===== src/rtl/bsg_manycore_host_pkt_bridge.sv =====
// bsg_manycore_host_pkt_bridge: packs host words into credit-limited request packets and unpacks response packets into host words
module bsg_manycore_host_pkt_bridge #(
    parameter int packet_width_p = 128,
    parameter int resp_width_p = 128,
    parameter int max_out_credits_p = 16,
    localparam int credit_width_lp = $clog2(max_out_credits_p + 1)
) (
    input  logic                       clk_i,
    input  logic                       reset_n_i,
    input  logic                       host_req_v_i,
    input  logic [31:0]                host_req_data_i,
    output logic                       host_req_ready_o,
    output logic                       pkt_v_o,
    output logic [packet_width_p-1:0]  pkt_data_o,
    input  logic                       pkt_ready_i,
    input  logic                       credit_return_i,
    input  logic                       resp_v_i,
    input  logic [resp_width_p-1:0]    resp_data_i,
    output logic                       resp_ready_o,
    output logic                       host_resp_v_o,
    output logic [31:0]                host_resp_data_o,
    input  logic                       host_resp_ready_i,
    output logic [credit_width_lp-1:0] credits_o,
    output logic                       credit_overflow_o,
    output logic                       idle_o
);
    localparam int n_lp = packet_width_p / 32;
    localparam int m_lp = resp_width_p / 32;
    localparam int kw_lp = n_lp > 1 ? $clog2(n_lp) : 1;
    localparam int jw_lp = m_lp > 1 ? $clog2(m_lp) : 1;
    localparam logic [kw_lp-1:0] k_last = kw_lp'(n_lp - 1);
    localparam logic [jw_lp-1:0] j_last = jw_lp'(m_lp - 1);
    localparam logic [credit_width_lp-1:0] credit_max = credit_width_lp'(max_out_credits_p);

    typedef enum logic {COLLECT, SEND} req_state_e;
    typedef enum logic {IDLE, DRAIN} resp_state_e;

    req_state_e              req_state;
    resp_state_e             resp_state;
    logic [kw_lp-1:0]        k;
    logic [jw_lp-1:0]        j;
    logic [resp_width_p-1:0] resp_q;
    logic                    send;

    // pkt_v_o comes only from registered state, never from pkt_ready_i
    assign host_req_ready_o = req_state == COLLECT;
    assign pkt_v_o          = req_state == SEND && credits_o != '0;
    assign send             = pkt_v_o & pkt_ready_i;
    assign resp_ready_o     = resp_state == IDLE;
    assign host_resp_v_o    = resp_state == DRAIN;
    assign host_resp_data_o = resp_q[32*j +: 32];
    assign idle_o           = req_state == COLLECT && k == '0 && credits_o == credit_max && resp_state == IDLE;

    always_ff @(posedge clk_i or negedge reset_n_i) begin
        if (!reset_n_i) begin
            req_state  <= COLLECT;
            k          <= '0;
            pkt_data_o <= '0;
        end else if (req_state == COLLECT) begin
            if (host_req_v_i) begin
                pkt_data_o[32*k +: 32] <= host_req_data_i;
                k         <= k == k_last ? '0 : k + 1'b1;
                req_state <= k == k_last ? SEND : COLLECT;
            end
        end else if (send) begin
            req_state <= COLLECT;
            k         <= '0;
        end
    end

    // an unmatched return at full count is a protocol error: hold count, flag sticky
    always_ff @(posedge clk_i or negedge reset_n_i) begin
        if (!reset_n_i) begin
            credits_o         <= credit_max;
            credit_overflow_o <= 1'b0;
        end else if (credit_return_i && !send) begin
            if (credits_o == credit_max) credit_overflow_o <= 1'b1;
            else credits_o <= credits_o + 1'b1;
        end else if (send && !credit_return_i) begin
            credits_o <= credits_o - 1'b1;
        end
    end

    always_ff @(posedge clk_i or negedge reset_n_i) begin
        if (!reset_n_i) begin
            resp_state <= IDLE;
            j          <= '0;
            resp_q     <= '0;
        end else if (resp_state == IDLE) begin
            if (resp_v_i) begin
                resp_q     <= resp_data_i;
                j          <= '0;
                resp_state <= DRAIN;
            end
        end else if (host_resp_ready_i) begin
            j          <= j == j_last ? '0 : j + 1'b1;
            resp_state <= j == j_last ? IDLE : DRAIN;
        end
    end
endmodule


===== config.mk =====
export PLATFORM = sky130hd
export DESIGN_NAME = bsg_manycore_host_pkt_bridge
export DESIGN_NICKNAME = d
export VERILOG_FILES = /design/src/rtl/bsg_manycore_host_pkt_bridge.sv
export SDC_FILE = /design/constraint.sdc
export NUM_CORES = 1
export LEC_CHECK = 0
export CORE_UTILIZATION = 36
export CTS_CLUSTER_DIAMETER = 80
export DETAILED_ROUTE_END_ITERATION = 16
export PLACE_DENSITY = 0.75
export SYNTH_ARGS = -nofsm -noshare
export SYNTH_HDL_FRONTEND = slang
export SYNTH_SLANG_ARGS = --single-unit

===== constraint.sdc =====
create_clock -name clk_i -period 2.68 [get_ports clk_i]
set_clock_uncertainty 0.05 [all_clocks]
set_input_delay 0.804 -clock clk_i [delete_from_list [all_inputs] [get_ports clk_i]]
set_output_delay 0.804 -clock clk_i [all_outputs]
set_load 0.005 [all_outputs]

==> results.md, run 1 <==
* R2R Path Start: credits_o[3]
* Final Cell Area at between 0.015 and 0.02 mm^2
* Final TNS setup at -1.46 ns
* Cells after DPL at 1412
* Initial Utilization at 0.365
* Synth warnings at 0
* Routed wire length at about 31000 um
* Period utilisation layout at 1.05
* Tightest Pin Transition at between 0.6 and 0.7 ns
* Worst R2R Path Depth at 9
* Multi-input logic area at 0.00395 mm^2
* Ys async rst share at 1.00
* Seq cells post-synth at roughly 270
* Flip-flop and latch area at 0.00671 mm^2
* Overall global routing resource usage at 0.199
* Final setup margin at -0.135 ns
* Row count at 63
* Via-to-Cell Ratio at 5.19
* CTS tree: done
* DP Area at 0.0150 mm^2
* Setup violators final at 23
* Core Region at around 0.03 mm^2
* CP endpoint kind: output port
* CP startpoint kind: flip-flop
* Nets at around 1200
* DR iter-0 viols at approximately 300
* Die span in x at 175 um
* Final non-filler cell total at roughly 1500
* Unique cell type count in the Yosys netlist at 39
* Largest net degree at the start of global routing at 70
* Worst min path class: primary input to async pin
* Layout Utilization at 0.548
* Syn avg cell area at roughly 16 um^2
* Max Cap Viol at 0
* Worst-path fanout max at 5
* CTS Root Cell: clkbuf_16
* Gate Count Post-Synth at between 600 and 700
* Status: finished with violations
* Mapped cell area at about 0.011 mm^2
* Clock slew at reported path FFs at around 0.06 ns
* Worst slack, placed at -0.257 ns
* P&R area growth vs syn at 50.2%
* Max-slew headroom at 0.594
* Die area at 0.0308 mm^2
* Clock power share at 0.229
* Clk_lat worst skew at around 0.54 ns
* Ratio of cells with drive above 1 in the final layout at 0.305
* Power Density at 1200 mW/mm^2
* Total CTS buffers at 29
* Num Clock Sinks at approximately 270
* Initial antenna violation count at 0
* Dominant synthesized flop cell: dfrtp_1
* CP Capture Point: host_resp_data_o[23]
* ANT cells at 0
* EDFF count, synth at 0
* Overall die height at 175 um
* Hold_ws at around 0.20 ns
* Commonest cells after routing, fill and taps aside: 300 x clkdlybuf4s50_1, 264 x dfrtp_1, 129 x a22o_1, 128 x mux2_2, 33 x buf_4
* Max incr delay on CP at a little over 0.5 ns
* Sequential area share after synthesis at 0.620
* RSZ-0062 raised after global routing: true
* Fill count at 2410
* DR pass1 iterations at 5
* Post-route DRC at 0
* Cell Int Power at ~14 mW
* Fin. max-slew vios at 0
* Max Buffers Root-to-Sink at 3
* Sequential Power Share at 0.360
* Total gr overflow at 0
* Leading cell type in the layout, fill and taps excluded: clkdlybuf4s50_1
* Critical Path RT at 1.83 ns
* Top cell type's share of synthesized area at 0.617
* Number of global-route vias before repair at around 8400
* Final hold violation count at 0
* DR vias at between 7000 and 8000
* Most used cell, CP: buf_12
* PortBufs at between 300 and 400
* Minimum clock period at 2.81 ns
* WP data arrival at between 1.5 and 2 ns
* Logic pwr share at 0.411
* Crit path max-delay family: multiplexers
* # IOs at between 300 and 400
* First-pass GRT wire length at between 40000 and 50000 um
* Synth area leader: dfrtp_1
* Reg2reg end: credits_o[4]
* GPL Wtd Cong at 0.844
* Crit path cell chain: buf_12 -> buf_12 -> buf_16 -> mux4_2 -> buf_2
* Cts hold-fix bufs at 0
* Peak Freq at about 360 MHz
* Leak at 7.05 nW
* Failing checks: setup timing
* Reg2reg setup slack at approximately 0.17 ns
* Routed Antenna Nets at 0
* Sw Share at 0.293
* Critical path depth at 5
* Pwr Total at 19.5 mW
* Critical-path top delay cell: mux4_2
* Setup crit start: j[0]
* Buffers & Inverters on Critical Path at 4
* Psw at ~5.7 mW
* DP HPWL at a little over 20000 um
* Kind of critical path: flip-flop to output port
* Peak supply drop at roughly 0.00069 V
* Max H-tree Level at 1
* Wire per inst at roughly 21 um
* Post-synthesis net count at ~870
* Ranking of synthesized cells by area: dfrtp_1 62%, mux2_2 13%, a22o_1 10%
-- cell type report --
type,count,area share
well taps,390,0.0300
clock buffers,35,0.0491
multi-input cells,368,0.243
flip-flops and latches,268,0.413
repair buffers,397,0.246
clock inverters,19,0.0178
inverters,5,0.00115
-- sequential cells by signal, summed over array words and instances, names as in the netlist --
signal,flops
pkt_data_o,128
resp_q,128
credits_o,5
j,2
k,2
credit_overflow_o,1
host_resp_v_o,1
req_state,1
-- timing repair --
item,CTS,global route
endpoints found under the setup margin,35,37
gates resized for setup,158,13
setup buffers,15,0
pin swaps,3,5
gates cloned,3,0
hold endpoints to repair,0,0
-- power by group through the flow --
stage | registers, mW | clock network [mW] | logic, mW
finish | 7.02 | 4.46 | 8.00
global route | 7.24 | 4.72 | 8.55
CTS | 7.01 | 4.55 | 8.05
detailed placement | 7.01 | 0 | 7.94
global placement | 6.97 | 0 | 7.77
floorplan | 6.81 | 0 | 3.73
-- cells in the mapped netlist (all sizes together) (2+ instances only) --
| master | number |
|---|---|
| a221o | 2 |
| nor4 | 2 |
| o22ai | 2 |
| dfrtp | 267 |
| xnor2 | 3 |
| nand2 | 18 |
| a22o | 129 |
| a21o | 3 |
| a21oi | 5 |
| buf | 31 |
| nor3 | 3 |
| nand2b | 3 |
| nor2 | 8 |
| mux4 | 32 |
| nor2b | 2 |
| clkbuf | 17 |
| mux2 | 128 |
| ha | 9 |
| o21ai | 3 |
| inv | 5 |
| mux2i | 3 |
-- worst register-to-register path, cell delays in order (launching register included) --
cell and delay (ns):
dfrtp_2 0.40, or4_4 0.57, nor2_4 0.12, buf_4 0.12, o21ai_2 0.09, fa_2 0.35, a21o_1 0.17, a21oi_2 0.18
mux2i_1 0.10, a211o_1 0.30
-- cell families (layout without fill, tap and decap cells) --
logic type	after synthesis	in the layout	synth area share
DFF	268	268	0.620
muxes	163	163	0.203
AOI/OAI and AO/OA	149	149	0.118
buffers and inverters	53	456	0.0229
and+or+nand+nor	42	42	0.0214
adders and majority gates	10	10	0.0123
xor gates and xnor gates	4	4	0.00324
-- worst min-delay path by stage --
stage,startpoint,end,slack (ns),depth (start not counted)
2_1_floorplan,credit_overflow_o,credit_overflow_o,0.42,1
3_3_place_gp,credit_overflow_o,credit_overflow_o,0.40,1
3_5_place_dp,credit_overflow_o,credit_overflow_o,0.41,1
4_1_cts,reset_n_i,resp_q[55],0.19,1
5_1_grt,reset_n_i,resp_q[33],0.22,1
6_report,reset_n_i,resp_q[33],0.20,1
-- per-layer routing --
metal / GRT usage / share of wire
met3: 0.0775 / 0.10
met5: 0 / 0
met1: 0.242 / 0.40
met2: 0.331 / 0.48
met4: 0.0475 / 0.020
Note: power is estimated with default switching activity, not from simulation.
==> run 2: changes to the inputs <==
--- a/config.mk
+++ b/config.mk
@@ -5,6 +5,7 @@
 export SDC_FILE = /design/constraint.sdc
 export NUM_CORES = 1
 export LEC_CHECK = 0
+export CORE_MARGIN = 5
 export CORE_UTILIZATION = 36
 export CTS_CLUSTER_DIAMETER = 80
 export DETAILED_ROUTE_END_ITERATION = 16
==> run 2 against run 1 <==
Net effect:
- setup slack improved by 0.025 ns
- wire length increased by 4.4%
- global-route usage decreased by 1.1 points
- first-iteration DRC count decreased by 3.3%
- hold slack got worse by 0.055 ns
- sequential cell count unchanged
- non-clock buffer count increased by 2
- fmax increased by 0.91%
- critical endpoint is now host_resp_data_o[19]
- cell count about the same
- the flow still finishes with violations (setup timing)
- clock power decreased by 7.8%
==> results.md, run 2 (synthesized netlist as in run 1, its figures left out) <==
* DP HPWL at 22200 um (was 20500 um)
* Kind of critical path: flip-flop to output port (unchanged)
* Initial antenna violation count at 1 (was 0)
* Row count at 63 (unchanged)
* Status: finished with violations (unchanged)
* Routed Antenna Nets at 0 (unchanged)
* ANT cells at 0 (unchanged)
* Most used cell, CP: buf_6 (was buf_12)
* Worst R2R Path Depth at 10 (was 9)
* DR pass1 iterations at 4 (was 5)
* Wire per inst at 21.8 um (was 20.9 um)
* # IOs at 338 (unchanged)
* PortBufs at 337 (unchanged)
* Ratio of cells with drive above 1 in the final layout at 0.302 (was 0.305)
* Cts hold-fix bufs at 0 (unchanged)
* Post-route DRC at 0 (unchanged)
* Fill count at 2424 (was 2410)
* Clock slew at reported path FFs at 0.06 ns (about the same)
* Max Buffers Root-to-Sink at 3 (unchanged)
* Final hold violation count at 0 (unchanged)
* CTS tree: done (unchanged)
* R2R Path Start: credits_o[1] (was credits_o[3])
* Core Region at 0.0296 mm^2 (unchanged)
* Final setup margin at -0.110 ns (was -0.135 ns)
* Psw at 5.68 mW (was 5.70 mW)
* P&R area growth vs syn at 49.4% (was 50.2%)
* Met3 Use GR at 0.0865 (was 0.0775)
* Max-slew headroom at 0.692 (was 0.594)
* Period utilisation layout at 1.04 (was 1.05)
* RSZ-0062 raised after global routing: true (unchanged)
* Leading cell type in the layout, fill and taps excluded: clkdlybuf4s50_1 (unchanged)
* Max H-tree Level at 1 (unchanged)
* Max incr delay on CP at 0.51 ns (about the same)
* Minimum clock period at 2.79 ns (was 2.81 ns)
* Cell Int Power at 13.6 mW (was 13.8 mW)
* Clock power share at 0.213 (was 0.229)
* Overall global routing resource usage at 0.188 (was 0.199)
* WP data arrival at 1.94 ns (was 1.96 ns)
* Worst slack, placed at -0.286 ns (was -0.257 ns)
* Power Density at 1190 mW/mm^2 (was 1200 mW/mm^2)
* Number of global-route vias before repair at 8579 (was 8368)
* Nets at 1248 (was 1246)
* GPL Wtd Cong at 0.838 (was 0.844)
* Leak at 7.01 nW (was 7.05 nW)
* Peak supply drop at 0.000605 V (was 0.000693 V)
* Setup violators final at 28 (was 23)
* Reg2reg end: credits_o[2] (was credits_o[4])
* CP startpoint kind: flip-flop (unchanged)
* Die area at 0.0336 mm^2 (was 0.0308 mm^2)
* Overall die height at 183 um (was 175 um)
* Peak Freq at 358 MHz (was 355 MHz)
* DR iter-0 viols at 293 (was 303)
* Worst min path class: primary input to async pin (unchanged)
* Critical Path RT at 1.83 ns (about the same)
* Failing checks: setup timing (unchanged)
* Reg2reg setup slack at 0.11 ns (was 0.17 ns)
* Worst-path fanout max at 5 (unchanged)
* Hold_ws at 0.143 ns (was 0.197 ns)
* Total gr overflow at 0 (unchanged)
* Largest net degree at the start of global routing at 62 (was 70)
* DR vias at 7657 (was 7686)
* Num Clock Sinks at 268 (unchanged)
* Gr busiest metal: met2 (unchanged)
* CP endpoint kind: output port (unchanged)
* Clk_lat worst skew at 0.53 ns (was 0.54 ns)
* Commonest cells after routing, fill and taps aside: 301 x clkdlybuf4s50_1, 263 x dfrtp_1, 129 x a22o_1, 128 x mux2_2, 35 x buf_4 (was 300 x clkdlybuf4s50_1, 264 x dfrtp_1, 129 x a22o_1, 128 x mux2_2, 33 x buf_4)
* Fin. max-slew vios at 0 (unchanged)
* DP Area at 0.0150 mm^2 (about the same)
* Logic pwr share at 0.424 (was 0.411)
* Max Cap Viol at 0 (unchanged)
* Sw Share at 0.294 (was 0.293)
* GR Layer Usage met2 at 0.302 (was 0.331)
* Final Cell Area at 0.0162 mm^2 (was 0.0163 mm^2)
* First-pass GRT wire length at 50400 um (was 47700 um)
* CTS Root Cell: clkbuf_16 (unchanged)
* Total CTS buffers at 29 (unchanged)
* Die span in x at 183 um (was 175 um)
* Initial Utilization at 0.365 (unchanged)
* Routed wire length at 32400 um (was 31000 um)
* Crit path cell chain: buf_6 -> buf_12 -> buf_6 -> mux4_2 -> buf_6 (was buf_12 -> buf_12 -> buf_16 -> mux4_2 -> buf_2)
* Via-to-Cell Ratio at 5.17 (was 5.19)
* Critical-path top delay cell: mux4_2 (unchanged)
* Sequential Power Share at 0.363 (was 0.360)
* Met1 usage at 0.238 (was 0.242)
* Tightest Pin Transition at 0.463 ns (was 0.610 ns)
* Top Registers: pkt_data_o: 128 flops, resp_q: 128 flops, credits_o: 5 flops (unchanged)
==> run 2: changes by cell type in the layout (fill, tap and decap cells not counted), moves of 2 or more <==
cell / previous run / this run
clkinvlp_4: 6 / 3
bufinv_16: 7 / 4
buf_2: 27 / 21
buf_4: 33 / 35
buf_6: 12 / 20
buf_16: 2 / 0
==> run 2: through the flow <==
step,setup TNS [ns],std cells,utilization,power [mW]
3_5_place_dp,-0.772,1410,0.506,15.1
5_1_grt,-4.17,1481,0.546,20.4
3_3_place_gp,-0.575,1410,0.506,14.8
2_1_floorplan,0,689,-,10.5
6_report,-1.41,1481,0.546,19.3
4_1_cts,-2.90,1480,0.544,19.4
==> run 2: worst max path at each step <==
stage	from	slack (ns)	end	depth (start not counted)
finish	j[0]	-0.11	host_resp_data_o[19]	5
global route	j[0]	-0.20	host_resp_data_o[19]	5
CTS	j[0]	-0.18	host_resp_data_o[17]	5
detailed placement	pkt_ready_i	-0.29	credits_o[4]	8
global placement	pkt_ready_i	-0.23	credits_o[4]	8
floorplan	credits_o[0]	0.06	credits_o[4]	8
==> run 2: worst max-delay path: cells and delay by family, from the launching register on <==
kind,cells,cell delay [ns]
muxes,1,0.51
DFF,1,0.40
buffers and inverters,4,0.48
==> run 2: routing by layer <==
| metal | wire [um] | up-vias |
|---|---|---|
| li1 | - | 3377 |
| met1 | 13100 | 3913 |
| met2 | 14800 | 322 |
| met3 | 3850 | 43 |
| met4 | 525 | 2 |
| met5 | 13 | - |
==> run 2: area by class of cell <==
cell class                      count  area, um^2  area share
Clock buffer                       37         816      0.0505
Clock inverter                     14         181      0.0112
Multi-Input combinational cell    368        3940       0.244
Tap cell                          390         488      0.0302
Inverter                            5        18.8     0.00116
Sequential cell                   268        6710       0.415
Timing Repair Buffer              399        4020       0.248
==> run 2: power by group through the flow <==
stage | Sequential, mW | Clock (mW) | Combinational, mW
global route | 7.23 | 4.40 | 8.78
global placement | 6.97 | 0 | 7.88
CTS | 7.00 | 4.23 | 8.13
detailed placement | 7.00 | 0 | 8.06
floorplan | 6.81 | 0 | 3.73
finish | 7.00 | 4.11 | 8.17
==> run 2: timing repair <==
item / CTS / global route
pin swaps: 3 / 3
setup endpoints to repair: 35 / 37
buffers inserted: 18 / 4
gates cloned: 2 / 0
gates resized for setup: 159 / 21
==> run 3: changes to the inputs <==
--- a/config.mk
+++ b/config.mk
@@ -5,7 +5,7 @@
 export SDC_FILE = /design/constraint.sdc
 export NUM_CORES = 1
 export LEC_CHECK = 0
-export CORE_MARGIN = 5
+export CORE_MARGIN = 3
 export CORE_UTILIZATION = 36
 export CTS_CLUSTER_DIAMETER = 80
 export DETAILED_ROUTE_END_ITERATION = 16
==> run 3 against run 2 <==
Net effect:
- the flow still finishes with violations (setup timing)
- non-clock buffer count grew 1
- critical path type unchanged
- core utilization grew 1.2 points
- global-route usage grew 0.48 points
- design area grew 0.56%
- largest cell class unchanged
- die area shrank 4.3%
==> results.md, run 3 (synthesized netlist as in run 1, its figures left out) <==
* DP HPWL at 21600 um (was 22200 um)
* Via-to-Cell Ratio at 5.18 (was 5.17)
* Ratio of cells with drive above 1 in the final layout at 0.302 (about the same)
* Clk_lat worst skew at 0.53 ns (about the same)
* R2R Path Start: credits_o[0] (was credits_o[1])
* Initial Utilization at 0.371 (was 0.365)
* Fin. max-slew vios at 0 (unchanged)
* Number of global-route vias before repair at 8402 (was 8579)
* Leak at 7.06 nW (was 7.01 nW)
* Max H-tree Level at 1 (unchanged)
* Worst R2R Path Depth at 10 (unchanged)
* GPL Wtd Cong at 0.871 (was 0.838)
* Nets at 1249 (was 1248)
* Final hold violation count at 0 (unchanged)
* Overall global routing resource usage at 0.193 (was 0.188)
* Critical Path RT at 1.83 ns (about the same)
* DR WL met3 at 3830 um (was 3850 um)
* Setup violators final at 22 (was 28)
* CTS tree: done (unchanged)
* Die span in x at 179 um (was 183 um)
* Core Region at 0.0292 mm^2 (was 0.0296 mm^2)
* DR vias at 7656 (was 7657)
* Die area at 0.0322 mm^2 (was 0.0336 mm^2)
* Tightest Pin Transition at 0.476 ns (was 0.463 ns)
* Period utilisation layout at 1.05 (was 1.04)
* Failing checks: setup timing (unchanged)
* Max-slew headroom at 0.683 (was 0.692)
* # IOs at 338 (unchanged)
* Max Buffers Root-to-Sink at 3 (unchanged)
* Total CTS buffers at 29 (unchanged)
* Power Density at 1190 mW/mm^2 (about the same)
* Peak supply drop at 0.000599 V (was 0.000605 V)
* Commonest cells after routing, fill and taps aside: 301 x clkdlybuf4s50_1, 266 x dfrtp_1, 129 x a22o_1, 128 x mux2_2 (was 301 x clkdlybuf4s50_1, 263 x dfrtp_1, 129 x a22o_1, 128 x mux2_2, 35 x buf_4)
* DR pass1 iterations at 4 (unchanged)
* ANT cells at 0 (unchanged)
* RSZ-0062 raised after global routing: true (unchanged)
* Num Clock Sinks at 268 (unchanged)
* Reg2reg setup slack at 0.10 ns (was 0.11 ns)
* Max Cap Viol at 0 (unchanged)
* Final TNS setup at -1.36 ns (was -1.41 ns)
* Fill count at 2330 (was 2424)
* Routed Antenna Nets at 0 (unchanged)
* Status: finished with violations (unchanged)
* Kind of critical path: flip-flop to output port (unchanged)
* Overall die height at 179 um (was 183 um)
* Cells after DPL at 1409 (was 1410)
* Peak Freq at 357 MHz (was 358 MHz)
* Final setup margin at -0.124 ns (was -0.110 ns)
* Initial antenna violation count at 2 (was 1)
* Metal2 WL at 15200 um (was 14800 um)
* PortBufs at 337 (unchanged)
* Top Registers: pkt_data_o: 128 flops, resp_q: 128 flops, credits_o: 5 flops (unchanged)
* Leading cell type in the layout, fill and taps excluded: clkdlybuf4s50_1 (unchanged)
* First-pass GRT wire length at 48500 um (was 50400 um)
* DR iter-0 viols at 266 (was 293)
* Worst min path class: primary input to async pin (unchanged)
* CP endpoint kind: output port (unchanged)
* Worst-path fanout max at 6 (was 5)
* Minimum clock period at 2.80 ns (was 2.79 ns)
* Reg2reg end: credits_o[4] (was credits_o[2])
* Row count at 62 (was 63)
* WP data arrival at 1.95 ns (was 1.94 ns)
* Total gr overflow at 0 (unchanged)
* Routed wire length at 32200 um (was 32400 um)
* Metal-1 WL at 12700 um (was 13100 um)
* Final non-filler cell total at 1478 (was 1481)
* Wire per inst at 21.8 um (about the same)
* Clock slew at reported path FFs at 0.06 ns (about the same)
* CP startpoint kind: flip-flop (unchanged)
* CTS Root Cell: clkbuf_16 (unchanged)
* Highest Signal Layer: met5 (unchanged)
* Largest net degree at the start of global routing at 83 (was 62)
* P&R area growth vs syn at 50.3% (was 49.4%)
* Post-route DRC at 0 (unchanged)
run 3: layout make-up:
cell class,instances,area [um^2],share of cell area
Tap cell,384,480,0.0295
Inverter,5,18.8,0.00115
Clock inverter,15,209,0.0129
Sequential cell,268,6710,0.413
Clock buffer,38,810,0.0498
Multi-Input combinational cell,368,3950,0.243
Timing Repair Buffer,400,4080,0.251
run 3: layer usage:
layer	vias up	GRT usage
li1	3384	-
met1	3866	0.238
met2	356	0.319
met3	46	0.0807
met4	4	0.0422
met5	-	0
run 3: power by group:
part	internal, mW	switching (mW)	leakage [nW]
Sequential	5.90	1.09	3.43
Clock	2.53	1.65	0.489
Combinational	5.21	3.03	3.14
run 3: timing repair:
item                                    in CTS  in global routing
hold buffers                                 0                  0
buffers inserted                            10                  5
cloned                                       3                  0
pin swaps                                    4                  9
endpoints found under the setup margin      36                 37
resized for setup                          130                 32
run 3: how the worst max path moves through the flow:
stage | depth (start not counted) | slack [ns] | from | to
6_report | 5 | -0.12 | j[0] | host_resp_data_o[13]
5_1_grt | 4 | -0.19 | j[0] | host_resp_data_o[12]
4_1_cts | 6 | -0.24 | j[0] | host_resp_data_o[22]
3_5_place_dp | 9 | -0.27 | pkt_ready_i | credits_o[4]
3_3_place_gp | 9 | -0.21 | pkt_ready_i | credits_o[4]
2_1_floorplan | 8 | 0.06 | credits_o[0] | credits_o[4]
run 3: worst max-delay path: stages (launching register included):
cell	delay (ns)
dfrtp_2	0.39
buf_6	0.12
buf_12	0.14
buf_12	0.12
mux4_2	0.51
buf_6	0.14
run 3: per-stage QoR:
step / cell area, um^2 / utilization / total power [mW] / setup WS, ns / hold WS [ns]
detailed placement: 15000 / 0.516 / 15.0 / -0.271 / 0.412
global placement: 15000 / 0.516 / 14.8 / -0.209 / 0.406
global route: 16300 / 0.557 / 20.5 / -0.190 / 0.109
floorplan: 10800 / - / 10.5 / 0.0554 / 0.416
finish: 16300 / 0.557 / 19.4 / -0.124 / 0.110
CTS: 16200 / 0.556 / 19.5 / -0.244 / 0.101
